### config.mk
export PLATFORM = sky130hd
export DESIGN_NAME = pipe_hazard_ctrl_flat
export DESIGN_NICKNAME = d
export VERILOG_FILES = /design/src/rtl/pipe_hazard_ctrl_if.sv /design/src/rtl/pipe_hazard_ctrl.sv /design/src/flat_wrapper.sv
export SDC_FILE = /design/constraint.sdc
export NUM_CORES = 1
export LEC_CHECK = 0
export BUFFER_PORTS_ARGS = -buffer_cell sky130_fd_sc_hd__clkbuf_2
export CAP_MARGIN = 5
export CORE_UTILIZATION = 29
export DETAILED_ROUTE_END_ITERATION = 10
export HOLD_SLACK_MARGIN = 0.02
export SETUP_SLACK_MARGIN = 0.4
export SYNTH_ARGS = -nofsm -noshare
export SYNTH_HDL_FRONTEND = slang
export SYNTH_SLANG_ARGS = --single-unit
export TNS_END_PERCENT = 10
### constraint.sdc
create_clock -name clock -period 3.3 [get_ports clock]
set_input_delay 0.165 -clock clock [delete_from_list [all_inputs] [get_ports clock]]
set_output_delay 0.165 -clock clock [all_outputs]
set_load 0.1 [all_outputs]
### src/rtl/pipe_hazard_ctrl_if.sv
// ============================================================================
// Module : pipe_hazard_ctrl_if
// Brief  : Pipeline stage status and control signals for pipe_hazard_ctrl.
// Rev    : 1.0  initial release
// ============================================================================
`timescale 1ns/1ps
`default_nettype none

interface pipe_hazard_ctrl_if;
  logic [4:0] id_rs;
  logic [4:0] id_rt;
  logic       id_uses_rt;
  logic       ex_mem_read;
  logic [4:0] ex_dest;
  logic       mem_branch_taken;
  logic       dmem_req;
  logic       dmem_ready;
  logic       pc_write;
  logic       if2id_write;
  logic       if2id_flush;
  logic       id2exe_bubble;
  logic       exe2mem_flush;
  logic       pipe_hold;
  logic       mem_timeout_err;
  logic [1:0] state;

  modport master (
    output id_rs, id_rt, id_uses_rt, ex_mem_read, ex_dest,
           mem_branch_taken, dmem_req, dmem_ready,
    input  pc_write, if2id_write, if2id_flush, id2exe_bubble,
           exe2mem_flush, pipe_hold, mem_timeout_err, state
  );

  modport slave (
    input  id_rs, id_rt, id_uses_rt, ex_mem_read, ex_dest,
           mem_branch_taken, dmem_req, dmem_ready,
    output pc_write, if2id_write, if2id_flush, id2exe_bubble,
           exe2mem_flush, pipe_hold, mem_timeout_err, state
  );
endinterface

`default_nettype wire

### src/rtl/pipe_hazard_ctrl.sv
// ============================================================================
// Module : pipe_hazard_ctrl
// Brief  : Load-use / branch-flush / memory-wait sequencer for a 5-stage MIPS
//          pipeline. Optional HAZARD_PERF_EN adds saturating perf counters.
// Rev    : 1.0  initial release
// ============================================================================
`timescale 1ns/1ps
`default_nettype none

module pipe_hazard_ctrl #(
  parameter int LOAD_STALL_CYCLES = 1,
  parameter int MEM_TIMEOUT       = 255,
  parameter int CNT_W             = 16
) (
  input  wire logic         clock,
  input  wire logic         reset,
  pipe_hazard_ctrl_if.slave bus
`ifdef HAZARD_PERF_EN
  ,
  output logic [CNT_W-1:0]  perf_stall_cnt,
  output logic [CNT_W-1:0]  perf_flush_cnt,
  output logic [CNT_W-1:0]  perf_wait_cnt
`endif
);

  typedef enum logic [1:0] {
    ST_RUN        = 2'd0,
    ST_LOAD_STALL = 2'd1,
    ST_MEM_WAIT   = 2'd2,
    ST_HALT_ERR   = 2'd3
  } state_t;

  localparam logic [2:0] c_stall_init = 3'(LOAD_STALL_CYCLES - 1);
  localparam logic [8:0] c_timeout    = 9'(MEM_TIMEOUT);

  state_t     state_q, state_d;
  logic [2:0] stall_cnt_q, stall_cnt_d;
  logic [7:0] wait_cnt_q, wait_cnt_d;
  logic       resume_q, resume_d;
  logic       err_q, err_d;

  logic       w_hazard, w_mem_stall, w_ld_bubble, w_br_flush;
  logic [8:0] w_wait_inc;
  logic       w_pc_write, w_if2id_write, w_if2id_flush;
  logic       w_bubble, w_exe2mem_flush, w_pipe_hold;

  assign w_hazard = bus.ex_mem_read && (bus.ex_dest != 5'd0) &&
                    ((bus.ex_dest == bus.id_rs) ||
                     (bus.id_uses_rt && (bus.ex_dest == bus.id_rt)));
  assign w_mem_stall = bus.dmem_req && !bus.dmem_ready;
  assign w_wait_inc  = {1'b0, wait_cnt_q} + 9'd1;

  always_ff @(posedge clock or posedge reset) begin
    if (reset) begin
      state_q     <= ST_RUN;
      stall_cnt_q <= 3'd0;
      wait_cnt_q  <= 8'd0;
      resume_q    <= 1'b0;
      err_q       <= 1'b0;
    end else begin
      state_q     <= state_d;
      stall_cnt_q <= stall_cnt_d;
      wait_cnt_q  <= wait_cnt_d;
      resume_q    <= resume_d;
      err_q       <= err_d;
    end
  end

  always_comb begin
    state_d         = state_q;
    stall_cnt_d     = stall_cnt_q;
    wait_cnt_d      = wait_cnt_q;
    resume_d        = resume_q;
    err_d           = err_q;
    w_pc_write      = 1'b1;
    w_if2id_write   = 1'b1;
    w_if2id_flush   = 1'b0;
    w_bubble        = 1'b0;
    w_exe2mem_flush = 1'b0;
    w_pipe_hold     = 1'b0;
    w_ld_bubble     = 1'b0;
    w_br_flush      = 1'b0;
    case (state_q)
      ST_RUN, ST_LOAD_STALL: begin
        if (w_mem_stall) begin
          // Stall count is left untouched so a preempted load stall resumes.
          w_pipe_hold   = 1'b1;
          w_pc_write    = 1'b0;
          w_if2id_write = 1'b0;
          state_d       = ST_MEM_WAIT;
          wait_cnt_d    = 8'd1;
          resume_d      = (state_q == ST_LOAD_STALL);
        end else if (bus.mem_branch_taken) begin
          w_if2id_flush   = 1'b1;
          w_bubble        = 1'b1;
          w_exe2mem_flush = 1'b1;
          w_br_flush      = 1'b1;
          state_d         = ST_RUN;
        end else if (state_q == ST_LOAD_STALL || w_hazard) begin
          w_pc_write    = 1'b0;
          w_if2id_write = 1'b0;
          w_bubble      = 1'b1;
          w_ld_bubble   = 1'b1;
          if (state_q == ST_RUN) begin
            if (LOAD_STALL_CYCLES > 1) begin
              state_d     = ST_LOAD_STALL;
              stall_cnt_d = c_stall_init;
            end
          end else if (stall_cnt_q <= 3'd1) begin
            state_d = ST_RUN;
          end else begin
            stall_cnt_d = stall_cnt_q - 3'd1;
          end
        end
      end
      ST_MEM_WAIT: begin
        if (bus.dmem_ready) begin
          state_d    = resume_q ? ST_LOAD_STALL : ST_RUN;
          resume_d   = 1'b0;
          wait_cnt_d = 8'd0;
        end else begin
          w_pipe_hold   = 1'b1;
          w_pc_write    = 1'b0;
          w_if2id_write = 1'b0;
          if (wait_cnt_q != 8'hFF) begin
            wait_cnt_d = w_wait_inc[7:0];
          end
          if (w_wait_inc >= c_timeout) begin
            err_d   = 1'b1;
            state_d = ST_HALT_ERR;
          end
        end
      end
      default: begin
        w_pipe_hold   = 1'b1;
        w_pc_write    = 1'b0;
        w_if2id_write = 1'b0;
      end
    endcase
    // Outputs must be safe as soon as reset rises, before any clock edge.
    if (reset) begin
      w_pc_write      = 1'b0;
      w_if2id_write   = 1'b0;
      w_if2id_flush   = 1'b0;
      w_bubble        = 1'b0;
      w_exe2mem_flush = 1'b0;
      w_pipe_hold     = 1'b1;
      w_ld_bubble     = 1'b0;
      w_br_flush      = 1'b0;
    end
  end

  assign bus.pc_write        = w_pc_write;
  assign bus.if2id_write     = w_if2id_write;
  assign bus.if2id_flush     = w_if2id_flush;
  assign bus.id2exe_bubble   = w_bubble;
  assign bus.exe2mem_flush   = w_exe2mem_flush;
  assign bus.pipe_hold       = w_pipe_hold;
  assign bus.mem_timeout_err = err_q;
  assign bus.state           = state_q;

`ifdef HAZARD_PERF_EN
  logic [CNT_W-1:0] perf_stall_q, perf_flush_q, perf_wait_q;

  always_ff @(posedge clock or posedge reset) begin
    if (reset) begin
      perf_stall_q <= '0;
      perf_flush_q <= '0;
      perf_wait_q  <= '0;
    end else begin
      if (w_ld_bubble && (perf_stall_q != '1)) perf_stall_q <= perf_stall_q + 1'b1;
      if (w_br_flush && (perf_flush_q != '1))  perf_flush_q <= perf_flush_q + 1'b1;
      if ((state_q == ST_MEM_WAIT) && (perf_wait_q != '1)) perf_wait_q <= perf_wait_q + 1'b1;
    end
  end

  assign perf_stall_cnt = perf_stall_q;
  assign perf_flush_cnt = perf_flush_q;
  assign perf_wait_cnt  = perf_wait_q;
`else
  if (CNT_W < 1) begin : g_cnt_w_unused
  end
`endif

endmodule

`default_nettype wire

### src/flat_wrapper.sv
// flat-port wrapper written by rule: the top's interface ports become plain ports
module pipe_hazard_ctrl_flat 
#(
  parameter int LOAD_STALL_CYCLES = 1,
  parameter int MEM_TIMEOUT       = 255,
  parameter int CNT_W             = 16
)
  (clock, reset, bus_id_rs, bus_id_rt, bus_id_uses_rt, bus_ex_mem_read, bus_ex_dest, bus_mem_branch_taken, bus_dmem_req, bus_dmem_ready, bus_pc_write, bus_if2id_write, bus_if2id_flush, bus_id2exe_bubble, bus_exe2mem_flush, bus_pipe_hold, bus_mem_timeout_err, bus_state);
  pipe_hazard_ctrl_if bus_i ();
  input  wire logic clock;
  input  wire logic reset;
  input wire logic [$bits(bus_i.id_rs)-1:0] bus_id_rs;
  input wire logic [$bits(bus_i.id_rt)-1:0] bus_id_rt;
  input wire logic [$bits(bus_i.id_uses_rt)-1:0] bus_id_uses_rt;
  input wire logic [$bits(bus_i.ex_mem_read)-1:0] bus_ex_mem_read;
  input wire logic [$bits(bus_i.ex_dest)-1:0] bus_ex_dest;
  input wire logic [$bits(bus_i.mem_branch_taken)-1:0] bus_mem_branch_taken;
  input wire logic [$bits(bus_i.dmem_req)-1:0] bus_dmem_req;
  input wire logic [$bits(bus_i.dmem_ready)-1:0] bus_dmem_ready;
  output wire logic [$bits(bus_i.pc_write)-1:0] bus_pc_write;
  output wire logic [$bits(bus_i.if2id_write)-1:0] bus_if2id_write;
  output wire logic [$bits(bus_i.if2id_flush)-1:0] bus_if2id_flush;
  output wire logic [$bits(bus_i.id2exe_bubble)-1:0] bus_id2exe_bubble;
  output wire logic [$bits(bus_i.exe2mem_flush)-1:0] bus_exe2mem_flush;
  output wire logic [$bits(bus_i.pipe_hold)-1:0] bus_pipe_hold;
  output wire logic [$bits(bus_i.mem_timeout_err)-1:0] bus_mem_timeout_err;
  output wire logic [$bits(bus_i.state)-1:0] bus_state;
  assign bus_i.id_rs = bus_id_rs;
  assign bus_i.id_rt = bus_id_rt;
  assign bus_i.id_uses_rt = bus_id_uses_rt;
  assign bus_i.ex_mem_read = bus_ex_mem_read;
  assign bus_i.ex_dest = bus_ex_dest;
  assign bus_i.mem_branch_taken = bus_mem_branch_taken;
  assign bus_i.dmem_req = bus_dmem_req;
  assign bus_i.dmem_ready = bus_dmem_ready;
  assign bus_pc_write = bus_i.pc_write;
  assign bus_if2id_write = bus_i.if2id_write;
  assign bus_if2id_flush = bus_i.if2id_flush;
  assign bus_id2exe_bubble = bus_i.id2exe_bubble;
  assign bus_exe2mem_flush = bus_i.exe2mem_flush;
  assign bus_pipe_hold = bus_i.pipe_hold;
  assign bus_mem_timeout_err = bus_i.mem_timeout_err;
  assign bus_state = bus_i.state;
  pipe_hazard_ctrl #(.LOAD_STALL_CYCLES(LOAD_STALL_CYCLES), .MEM_TIMEOUT(MEM_TIMEOUT), .CNT_W(CNT_W)) u_core (.clock(clock), .reset(reset), .bus(bus_i));
endmodule
==> flow_summary.ini <==
[worst_setup_path]
start_kind = flop
slowest_stage = dfrtp_1
path_cells = nor2b_1 -> a22oi_1 -> o22ai_4 -> clkbuf_2
cp_data_required_time_ns = 3.13
criticalPathCategory = reg2out
r2r-start = u_core.wait_cnt_q[1]
critPathBufInv = 1
worst_ep_arrival_time_ns = 2.03
critPathLaunch = u_core.bus.state[1]
cp-end-kind = output port
crit_path_max_fanout = 13
critical-path-top-delay-family = flip-flops
cpPeakStageDelay_ns = 0.56

[global_routing]
grt_use_total = 0.132
grt_max_degree = 16
antenna_found_initial = 0
grt_overflow = 0
grt_pass1_wl_um = 4500
grt_pass1_vias = 1020

[synthesis]
synth_cell_types = 40
synth_nets = 167
yosysWarnings = 0
synthTopCellsByArea = dfrtp_1 32%, xor2_1 7.5%, o21ai_0 5.2%
ys_ff_latch = 15
ys_seq_area_frac = 0.323
syn_inst = 141
synth_area_per_cell_um2 = 8.23
synth_ff_type = dfrtp_1
netlist_area_um2 = 1160
synthArstFlopShare = 1.00
yosys.area.top_type_share = 0.323
yosys.area.top_type = dfrtp_1
synth-edff-count = 0

[finish]
area_growth_pct = 19.9
drive_gt1_frac = 0.254
n_antenna_cell = 0
fin_area_um2 = 1390
fin_nets = 196

[drt]
vias = 1087
drt_pass1_iterations = 4
drt-wirelength-per-cell_um = 11.5
finalWirelength_um = 2500
ant_nets = 0
drt_drc_violations_left = 0
vias_per_cell = 5.01
drt_first_iter_violations = 75

[power]
p_leak_nw = 0.625
p_sw_frac = 0.508
peakVddDrop_v = 0.000439
power.density_nw_per_um2 = 657
power.internal_mw = 0.450
power_frac_seq = 0.322
power_frac_comb = 0.508
p_switching_mw = 0.465
pwr-share-clk = 0.171
power_mw = 0.915

[sta]
clock_skew_ns = 0.00740
fin_crit_ns = 2.20
finalSetupViolations = 0
rsz0062_at_grt = false
finalCritPeriodShare = 0.666
whs_ns = 0.00971
max_slew_margin = 0.599
tightest_slew_ns = 0.600
drv_slew = 0
fmax_mhz = 455
fin_tns_setup_ns = 0
hold_viol = 0

[clock_tree]
clk_pin_slew_ns = 0.07
post_cts_buffers = 0
clock_latency_ns = 0.26
numCtsBuffers = 3
clk_path_buf_depth = 2
cts-root-buf = clkbuf_8
cts_tree = done
cts_resized = 0
htreeDepth = 1
clock-sinks = 15
ctsHoldBuffers = 0

[die]
die_x_um = 65.3
rows = 22
fp.dieArea_um2 = 4260
io-pin-count = 31
die_h_um = 65.3
core_um2 = 3740
start_util = 0.310

[placed_design]
dpl.hpwl_um = 1980
globalplace.congestion = 0.788
placed_cell_area_um2 = 1350
io_buffers = 30

[flow_run]
cap_violations = 0

[hold_path]
min_path_type = in2async

[outcome]
outcome = complete, no violations
-- area by class of cell --
cell class,instances,area (um^2)
clock buffers,3,41.3
clock inverters,1,5.00
fillers,407,2350
inverters,10,37.5
multi-input cells,110,723
flip-flops and latches,15,375
well taps,48,60.1
repair buffers,30,150
-- final timing paths --
kind | endpoint | slack [ns] | cells after the start
min reg2reg | u_core.stall_cnt_q[2] | 0.48 | 1
max | bus_pc_write | 1.10 | 4
min in group clock | u_core.wait_cnt_q[6] | 0.31 | 2
max in group asynchronous | u_core.resume_q | 2.90 | 2
min | u_core.wait_cnt_q[0] | 0.01 | 2
max reg2reg | u_core.wait_cnt_q[3] | 1.36 | 6
-- stage by stage --
step | std cells | setup slack, ns | utilization
floorplan | 141 | 0.562 | -
global placement | 213 | 1.34 | 0.360
detailed placement | 213 | 1.36 | 0.360
CTS | 217 | 1.08 | 0.372
global route | 217 | 0.932 | 0.372
finish | 217 | 1.10 | 0.372
-- worst reg2reg max path, delay by kind of cell, from the launching register on --
family                   cells  cell delay [ns]
adder cells (fa/ha/maj)      1             0.29
AO/OA/AOI/OAI                3             0.77
AND/OR/NAND/NOR              2             0.31
flip-flops                   1             0.44
-- metal layers --
metal | up-vias | wire length [um] | global-route usage
met5 | - | 0 | 0
met4 | 0 | 24 | 0.0326
met3 | 4 | 152 | 0.0260
met2 | 37 | 1170 | 0.220
met1 | 493 | 1150 | 0.174
li1 | 553 | - | -
-- power by group through the flow --
stage / logic (mW) / registers [mW] / clock network, mW
final: 0.464 / 0.295 / 0.156
after global routing: 0.516 / 0.306 / 0.167
after CTS: 0.467 / 0.295 / 0.159
after detailed placement: 0.465 / 0.298 / 0
after global placement: 0.466 / 0.296 / 0
after floorplan: 0.335 / 0.342 / 0
-- state kept, by name (all words and copies together), names as in the netlist --
| register | count |
|---|---|
| u_core.bus.state | 2 |
| u_core.resume_q | 1 |
| u_core.wait_cnt_q | 8 |
| u_core.bus.mem_timeout_err | 1 |
| u_core.stall_cnt_q | 3 |
-- cell usage after synthesis (2+ instances only) --
cell,instances
dfrtp_1,15
nor2_1,12
o21ai_0,12
inv_1,10
nand2_1,10
xor2_1,10
a21oi_1,9
nor3_1,5
ha_1,4
nand3_1,4
o31ai_1,4
and3_1,3
nor3b_2,3
o22ai_1,3
xnor2_1,3
a31oi_1,2
buf_4,2
clkbuf_1,2
nand2b_1,2
nor2b_1,2
nor4_1,2
o21a_1,2
o21ai_1,2
or3_1,2
-- cell families (layout without fill, tap and decap cells) --
logic type | after synthesis | in the layout | synth area share
buf+inv | 16 | 44 | 0.0657
compound gates | 41 | 41 | 0.217
flops | 15 | 15 | 0.323
fa+ha+maj | 4 | 4 | 0.0431
simple gates | 51 | 51 | 0.240
xor+xnor | 13 | 13 | 0.0981
mux | 1 | 1 | 0.0129
-- cell usage in the layout, fill, tap and decap left out, types with 2 or more instances in the layout --
| master | count |
|---|---|
| clkbuf_2 | 30 |
| dfrtp_1 | 15 |
| nor2_1 | 12 |
| o21ai_0 | 12 |
| nand2_1 | 10 |
| inv_1 | 10 |
| xor2_1 | 10 |
| a21oi_1 | 9 |
| nor3_1 | 5 |
| nand3_1 | 4 |
| o31ai_1 | 4 |
| ha_1 | 4 |
| nor3b_2 | 3 |
| and3_1 | 3 |
| xnor2_1 | 3 |
| clkbuf_8 | 3 |
| nor2b_1 | 2 |
| or3_1 | 2 |
| o22ai_1 | 2 |
| o21ai_1 | 2 |
| nand2b_1 | 2 |
| o21a_1 | 2 |
| a31oi_1 | 2 |
| nor4_1 | 2 |
No activity file was read; power rests on OpenSTA's default activity.
